===== src/rtl/keypad_move_scanner.sv =====
// Keypad scanner for the tic-tac-toe game: scans a 4x3 matrix, debounces a press,
// maps it to cell 1..9 and issues a legal-move, reject or restart strobe.
module keypad_move_scanner #(
  parameter int SCAN_DIV       = 24999,
  parameter int DEBOUNCE_TICKS = 20
) (
  input  logic        clk,
  input  logic        rst,
  input  logic [3:0]  key_row,
  output logic [2:0]  key_col,
  input  logic [17:0] board,
  input  logic [1:0]  result,
  output logic [3:0]  key_data,
  output logic        key_valid,
  output logic        key_reject,
  output logic        restart,
  output logic [1:0]  dbg_state
);

  localparam int TW = (SCAN_DIV > 0) ? $clog2(SCAN_DIV + 1) : 1;
  localparam int DW = (DEBOUNCE_TICKS > 1) ? $clog2(DEBOUNCE_TICKS + 1) : 1;

  typedef enum logic [1:0] {
    S_SCAN     = 2'd0,
    S_DEBOUNCE = 2'd1,
    S_HOLD     = 2'd2
  } state_t;

  state_t        r_state;
  logic [3:0]    r_row_meta;
  logic [3:0]    r_row_sync;
  logic [3:0]    r_row_lat;
  logic [TW-1:0] r_tick_cnt;
  logic [DW-1:0] r_cnt;
  logic [2:0]    r_key_col;
  logic [3:0]    r_key_data;
  logic          r_key_valid;
  logic          r_key_reject;
  logic          r_restart;

  logic          w_tick;
  logic          w_row_valid;
  logic          w_deb_done;
  logic [1:0]    w_r;
  logic [1:0]    w_c;
  logic [3:0]    w_cell;
  logic          w_cell_free;
  logic          w_is_cell;
  logic          w_is_star;

  assign w_tick      = (r_tick_cnt == TW'(SCAN_DIV));
  assign w_row_valid = $onehot(r_row_sync);
  assign w_deb_done  = (r_cnt == DW'(DEBOUNCE_TICKS - 1));

  // Key position comes from the latched row and the frozen column drive.
  always_comb begin
    w_r = 2'd3;
    case (r_row_lat)
      4'b0001: w_r = 2'd0;
      4'b0010: w_r = 2'd1;
      4'b0100: w_r = 2'd2;
      default: w_r = 2'd3;
    endcase
    w_c = 2'd2;
    case (r_key_col)
      3'b001:  w_c = 2'd0;
      3'b010:  w_c = 2'd1;
      default: w_c = 2'd2;
    endcase
    w_cell      = ({2'b00, w_r} * 4'd3) + {2'b00, w_c} + 4'd1;
    w_is_cell   = (w_r != 2'd3);
    w_is_star   = (w_r == 2'd3) && (w_c == 2'd0);
    w_cell_free = 1'b0;
    for (int k = 1; k <= 9; k++) begin
      if (w_cell == 4'(k)) w_cell_free = ~(board[19-2*k] | board[18-2*k]);
    end
  end

  always_ff @(posedge clk) begin
    if (rst) begin
      r_state      <= S_SCAN;
      r_row_meta   <= '0;
      r_row_sync   <= '0;
      r_row_lat    <= '0;
      r_tick_cnt   <= '0;
      r_cnt        <= '0;
      r_key_col    <= 3'b001;
      r_key_data   <= '0;
      r_key_valid  <= 1'b0;
      r_key_reject <= 1'b0;
      r_restart    <= 1'b0;
    end else begin
      r_row_meta   <= key_row;
      r_row_sync   <= r_row_meta;
      r_key_valid  <= 1'b0;
      r_key_reject <= 1'b0;
      r_restart    <= 1'b0;
      r_tick_cnt   <= w_tick ? '0 : r_tick_cnt + 1'b1;
      if (w_tick) begin
        case (r_state)
          S_SCAN: begin
            if (w_row_valid) begin
              r_row_lat <= r_row_sync;
              r_cnt     <= '0;
              r_state   <= S_DEBOUNCE;
            end else begin
              r_key_col <= {r_key_col[1:0], r_key_col[2]};
            end
          end
          S_DEBOUNCE: begin
            if (r_row_sync != r_row_lat) begin
              r_state <= S_SCAN;
            end else if (w_deb_done) begin
              r_cnt   <= '0;
              r_state <= S_HOLD;
              if (w_is_cell) begin
                if (result == 2'b00 && w_cell_free) begin
                  r_key_valid <= 1'b1;
                  r_key_data  <= w_cell;
                end else begin
                  r_key_reject <= 1'b1;
                end
              end else if (w_is_star) begin
                r_restart <= 1'b1;
              end
            end else begin
              r_cnt <= r_cnt + 1'b1;
            end
          end
          S_HOLD: begin
            // Only an unbroken run of empty readings counts as a release.
            if (r_row_sync != 4'b0000) begin
              r_cnt <= '0;
            end else if (w_deb_done) begin
              r_cnt   <= '0;
              r_state <= S_SCAN;
            end else begin
              r_cnt <= r_cnt + 1'b1;
            end
          end
          default: r_state <= S_SCAN;
        endcase
      end
    end
  end

  assign key_col    = r_key_col;
  assign key_data   = r_key_data;
  assign key_valid  = r_key_valid;
  assign key_reject = r_key_reject;
  assign restart    = r_restart;
  assign dbg_state  = r_state;

endmodule


===== config.mk =====
export PLATFORM = sky130hd
export DESIGN_NAME = keypad_move_scanner
export DESIGN_NICKNAME = d
export VERILOG_FILES = /design/src/rtl/keypad_move_scanner.sv
export SDC_FILE = /design/constraint.sdc
export NUM_CORES = 1
export LEC_CHECK = 0
export ABC_AREA = 1
export BUFFER_PORTS_ARGS = -buffer_cell sky130_fd_sc_hd__clkbuf_2
export CORE_UTILIZATION = 54
export CTS_CLUSTER_SIZE = 8
export DETAILED_ROUTE_END_ITERATION = 6
export GPL_ROUTABILITY_DRIVEN = 0
export GPL_TIMING_DRIVEN = 0
export HOLD_SLACK_MARGIN = 0.12
export PLACE_DENSITY = 0.84
export SLEW_MARGIN = 20
export SYNTH_ARGS = -nofsm -noshare
export SYNTH_HDL_FRONTEND = slang
export SYNTH_SLANG_ARGS = --single-unit

===== constraint.sdc =====
create_clock -name clk -period 3.5 [get_ports clk]
set_input_delay 0.175 -clock clk [delete_from_list [all_inputs] [get_ports clk]]
set_output_delay 0.175 -clock clk [all_outputs]
set_load 0.02 [all_outputs]

==> results of run 1 <==
-- power breakdown --
| group | internal [W] | switching [W] |
|---|---|---|
| Combinational | 0.0000258 | 0.0000305 |
| Clock | 0.000233 | 0.000177 |
| Sequential | 0.000507 | 0.00000392 |
| Total | 0.000766 | 0.000212 |
-- placed cells by master (no fill, tap or decap), types with 3 or more instances in the layout --
master / n
inv_1: 62
nand2_1: 54
nor2_1: 49
dfxtp_1: 44
clkbuf_2: 37
o21ai_0: 21
a21oi_1: 20
nand3_1: 13
ha_1: 13
nand4_1: 9
clkbuf_8: 6
nor3_1: 5
nor2_2: 5
xor2_1: 5
nor3_2: 4
dlygate4sd3_1: 4
nand2_2: 3
-- kinds of logic after synthesis --
group | share of synthesized area, %
flops | 35.25
buf+inv | 9.915
fa+ha+maj | 8.112
compound gates | 11.17
xor+xnor | 3.105
simple gates | 32.45
-- path summary, 6_finish.rpt --
kind	startpoint	end	slack, ns	cells past startpoint
max	r_row_lat[2]	key_data[2]	0.37	21
min	rst	r_cnt[2]	0.16	2
max reg2reg	r_row_lat[2]	key_data[2]	0.37	21
min reg2reg	r_row_meta[1]	r_row_sync[1]	0.41	2
-- what timing repair did --
action / 4_1_cts / 5_1_grt
setup buffers: 0 / 0
endpoints found under the setup margin: 0 / 4
hold buffers: 4 / 0
resized for setup: 0 / 1
endpoints found under the hold margin: 4 / 0
-- registers in the layout (all words and copies together), names as in the netlist --
register	flops
r_row_meta	4
r_row_sync	4
key_col	3
key_valid	1
key_reject	1
dbg_state	2
r_tick_cnt	15
r_row_lat	4
restart	1
r_cnt	5
key_data	4
-- area by class of cell --
| class | instances | area [sq um] |
|---|---|---|
| clock buffers | 6 | 82.58 |
| clock inverters | 2 | 38.79 |
| well taps | 52 | 65.06 |
| multi-input cells | 232 | 1375 |
| fillers | 358 | 1499 |
| flip-flops and latches | 44 | 880.8 |
| inverters | 64 | 240.2 |
| repair buffers | 41 | 225.2 |
| plain buffers | 2 | 7.507 |
-- per-stage QoR --
| stage | utilization [%] | cell area [sq um] | hold slack, ns | power, W | setup WS (ns) |
|---|---|---|---|---|---|
| after floorplan | - | 2499 | 0.2480 | 0.0005537 | 0.4948 |
| after global placement | 62.27 | 2749 | 0.3684 | 0.0005735 | 0.3382 |
| after detailed placement | 62.27 | 2749 | 0.3696 | 0.0005756 | 0.3183 |
| after CTS | 65.93 | 2910 | 0.1725 | 0.0009865 | 0.2997 |
| after global routing | 66.04 | 2915 | 0.1719 | 0.001013 | 0.01248 |
| final | 66.04 | 2915 | 0.1646 | 0.0009784 | 0.3746 |
-- routing by layer --
layer  vias up  GRT usage, %  part of all wire [%]
met5         -             0                     0
met4         0         6.889                   1.7
met3        11         5.195                   5.0
met2        62         34.83                    47
met1       975         25.05                    46
li1       1183             -                     -
==> reports/qor.csv, run 1 <==
metric,value,unit
outcome,completed,
Die Ht,70.02,um
drt pass-1 iters,4,
Max Cap Violations,0,
largest net degree at the start of global routing,15,
CTS Buf Count,5,
static leakage,1.368,nW
detailed router's first-iteration violation count,113,
actual slew at the worst max-slew pin,0.4032,ns
Main synth FF type,dfxtp_1,
arrival time worst endpoint,3.33,ns
PortBufs,37,
setup violators final,0,
Yosys cell types,39,
clock tree buffer depth,2,
Slew headroom,73.12,%
highest cell delay on the worst timing path,0.36,ns
root buffer cell,clkbuf_8,
H-Tree Depth,2,
CTS tree,built,
Worst EP required,3.70,ns
# clock sinks,44,
GRT overflow,0,
crit start category,register,
synthesized area,0.002499,sq mm
Via density,5.036,
slowest CP cell,dfxtp_1,
final hold violation count,0,
CP Class,reg2reg,
Placeable Area,0.004414,sq mm
Setup Skew,0.007040,ns
Worst-Skew Late Latency,0.30,ns
CP endpoint kind,register,
antenna violations before repair,0,
final critical-path share of the clock period,89.30,%
mean post-synth cell area,7.306,sq um
Area contributors post-synth,"dfxtp_1 (35%), inv_1 (9.3%), nand2_1 (8.1%)",
drt wl/cell,10.62,um
Mapped Nets,383,
pwr/cell area,335.6,mW/mm^2
WP buf/inv,3,
most frequent cell after synthesis,inv_1,
Core Rows,24,
min Tclk post-route,3.125,ns
post-synth top area cell,dfxtp_1,
# IOs,38,
vias in the first global route,2060,
hold crit path type,in2reg,
diode count,0,
layout cells sized above 1,19.18,%
unrepaired setup endpoints after global routing,no,
post-synthesis sequential area ratio,35.25,%
final antenna-violating net count,0,
clock-pin slew on the worst setup and hold paths,0.09,ns
die area,0.004903,sq mm
maximum VDD drop,0.2309,mV
"CP delay by family, top",simple AND/OR/NAND/NOR gates,
routed wire length,4704,um
"Top cell by count, worst path",nand2_1,
Seq cells post-synth,44,
Mapped Cells,342,
die width,70.02,um
fin cells,443,
Initial Util,56.60,%
Setup TNS Final,0,ns
Worst Path Max Fanout,6,
DRC,0,
Post-synth ARST share,0,%
Post-synth EDFFs,0,
Detail Placement HPWL,3531,um
Synth top area share,35.25,%
first-pass GRT wire length,8280,um
"Critical Path, Cell by Cell","nor2_1, and2_1, inv_1, ha_1, ha_1, or2_2, ha_1, nand2_1, inv_1, a21oi_2, nand2_1, nor3_2, inv_1, nand3_1, nand3_1, nand2_1, nand2_4, nand3_4, nand2_1, nand2_1, nor2_1",
aggregate global-route resource usage,20.45,%
Yosys warning count,0,
Via Count,2231,
Cells after DPL,431,
fin. max-slew vios,0,
area delta synth->final,16.68,%
NumNets Final,431,
Synth top cells by count,"inv_1 (62), nand2_1 (54), nor2_1 (49)",
max frequency,0.3200,GHz
Note: power is estimated with default switching activity, not from simulation.
==> run 2: changes to the inputs <==
CTS_BUF_LIST = sky130_fd_sc_hd__clkbuf_16   (was default)
==> reports/qor.csv, run 2 (synthesized netlist as in run 1, its figures left out) <==
metric,value,unit,change
outcome,completed,,unchanged
final hold slack,0.1791,ns,was 0.1646 ns
Hold Crit Start,rst,,unchanged
max reg flops,15,,unchanged
CTS tree,built,,unchanged
final critical-path share of the clock period,89.05,%,was 89.30%
Biggest register,r_tick_cnt,,unchanged
Final Power,0.001101,W,was 0.0009784 W
maximum VDD drop,0.2006,mV,was 0.2309 mV
fin. max-slew vios,0,,unchanged
routed wire length,4771,um,was 4704 um
Initial Util,56.60,%,unchanged
clock tree buffer depth,2,,unchanged
Setup Skew,0.004400,ns,was 0.007040 ns
Slew headroom,72.04,%,was 73.12%
reg-to-reg startpoint,r_row_lat[1],,was r_row_lat[2]
Via Count,2250,,"was 2,231"
largest registers,"r_tick_cnt x15, r_cnt x5",,unchanged
hold path depth,2,,unchanged
DRC,0,,unchanged
antenna violations before repair,0,,unchanged
diode count,0,,unchanged
CP Class,reg2reg,,unchanged
unrepaired setup endpoints after global routing,no,,unchanged
H-Tree Depth,2,,unchanged
drt pass-1 iters,4,,unchanged
fin cells,443,,unchanged
PortBufs,37,,unchanged
Worst-Skew Late Latency,0.29,ns,was 0.30 ns
Max Cap Violations,0,,unchanged
Via density,5.079,,was 5.036
drt wl/cell,10.77,um,was 10.62 um
GRT overflow,0,,unchanged
CTS Buf Count,5,,unchanged
Core Rows,24,,unchanged
NumNets Final,431,,unchanged
layout cells sized above 1,18.93,%,was 19.18%
Setup TNS Final,0,ns,unchanged
Placeable Area,0.004414,sq mm,unchanged
"commonest non-fill, non-tap cell in the layout",inv_1,,unchanged
R2R cell count,22,,was 21
setup violators final,0,,unchanged
final antenna-violating net count,0,,unchanged
Worst EP required,3.68,ns,was 3.70 ns
area delta synth->final,18.53,%,was 16.68%
pwr/cell area,371.8,mW/mm^2,was 335.6 mW/mm^2
hold crit path type,in2reg,,unchanged
largest net degree at the start of global routing,15,,unchanged
FF-to-FF setup slack,0.38,ns,was 0.37 ns
final hold violation count,0,,unchanged
most frequent cells in the layout,"inv_1 (62), nand2_1 (54), nor2_1 (49)",,unchanged
# clock sinks,44,,unchanged
CP endpoint kind,register,,unchanged
Min-Delay Endpoint,r_cnt[2],,unchanged
crit start category,register,,unchanged
# IOs,38,,unchanged
clock-pin slew on the worst setup and hold paths,0.06,ns,was 0.09 ns
actual slew at the worst max-slew pin,0.4194,ns,was 0.4032 ns
die area,0.004903,sq mm,unchanged
min Tclk post-route,3.117,ns,was 3.125 ns
aggregate global-route resource usage,20.69,%,was 20.45%
root buffer cell,clkbuf_16,,was clkbuf_8
die width,70.02,um,unchanged
arrival time worst endpoint,3.30,ns,was 3.33 ns
Worst Path Max Fanout,6,,unchanged
vias in the first global route,2062,,"was 2,060"
Cells after DPL,431,,unchanged
max frequency,0.3209,GHz,was 0.3200 GHz
Final Util,67.09,%,was 66.04%
detailed router's first-iteration violation count,82,,was 113
static leakage,1.388,nW,was 1.368 nW
first-pass GRT wire length,8349,um,was 8280 um
Die Ht,70.02,um,unchanged
worst flop-to-flop path endpoint,key_data[2],,unchanged
Detail Placement HPWL,3531,um,unchanged
-- run 2: cell types whose count changed in the layout (fill, tap and decap cells not counted), sizes merged --
cell,previous run,this run
clkbuf,45,44
clkinv,1,2
-- run 2: where the power goes --
group	internal (W)	total, W	switching, W
registers	0.000508	0.000512	0.00000391
clock network	0.000335	0.000533	0.000198
logic	0.0000258	0.0000563	0.0000305
total	0.000869	0.00110	0.000232
-- run 2: metal layers --
layer	up-vias	routed length [um]	track usage, %
li1	1186	-	-
met1	984	2170	25.14
met2	70	2230	33.97
met3	10	270	5.772
met4	0	99	9.333
met5	-	0	0
-- run 2: layout make-up --
type                    instances  area, sq um
fillers                       338         1453
multi-input cells             232         1375
flip-flops and latches         44        880.8
inverters                      64        240.2
repair buffers                 41        225.2
clock buffers                   5        125.1
well taps                      52        65.06
clock inverters                 3        42.54
plain buffers                   2        7.507
-- run 2: timing repair --
| action | in CTS | in global routing |
|---|---|---|
| setup buffers | 0 | 0 |
| endpoints found under the setup margin | 0 | 4 |
| hold endpoints to repair | 4 | 0 |
| resized for setup | 0 | 1 |
| hold buffers | 4 | 0 |
-- run 2: how the worst max path moves through the flow --
stage                      start  slack, ns          end  depth (start not counted)
floorplan             key_col[1]       0.49  key_data[2]                         22
global placement      key_col[1]       0.34  key_data[2]                         22
detailed placement    key_col[1]       0.32  key_data[2]                         22
CTS                   key_col[1]       0.30  key_data[2]                         22
global route        r_row_lat[1]       0.03  key_data[2]                         22
finish              r_row_lat[1]       0.38  key_data[2]                         22
-- run 2: metrics by stage --
stage               worst slack [ns]  cell area (sq um)
floorplan                     0.4948               2499
global placement              0.3382               2749
detailed placement            0.3183               2749
CTS                           0.3010               2957
global route                 0.03394               2962
finish                        0.3833               2962
-- run 2: worst max-delay path, cell delays in order (launching register included) --
cell and delay, ns:
dfxtp_1 0.38, inv_1 0.07, nor2_1 0.07, and2_1 0.15, inv_1 0.06, ha_1 0.27
ha_1 0.17, or2_2 0.29, ha_1 0.34, nand2_1 0.09, inv_1 0.04, a21oi_2 0.21
nand2_1 0.11, nor3_2 0.14, inv_1 0.06, nand3_1 0.08, nand3_1 0.06, nand2_1 0.09
nand2_4 0.08, nand3_4 0.09, nand2_1 0.05, nand2_1 0.05, nor2_1 0.04
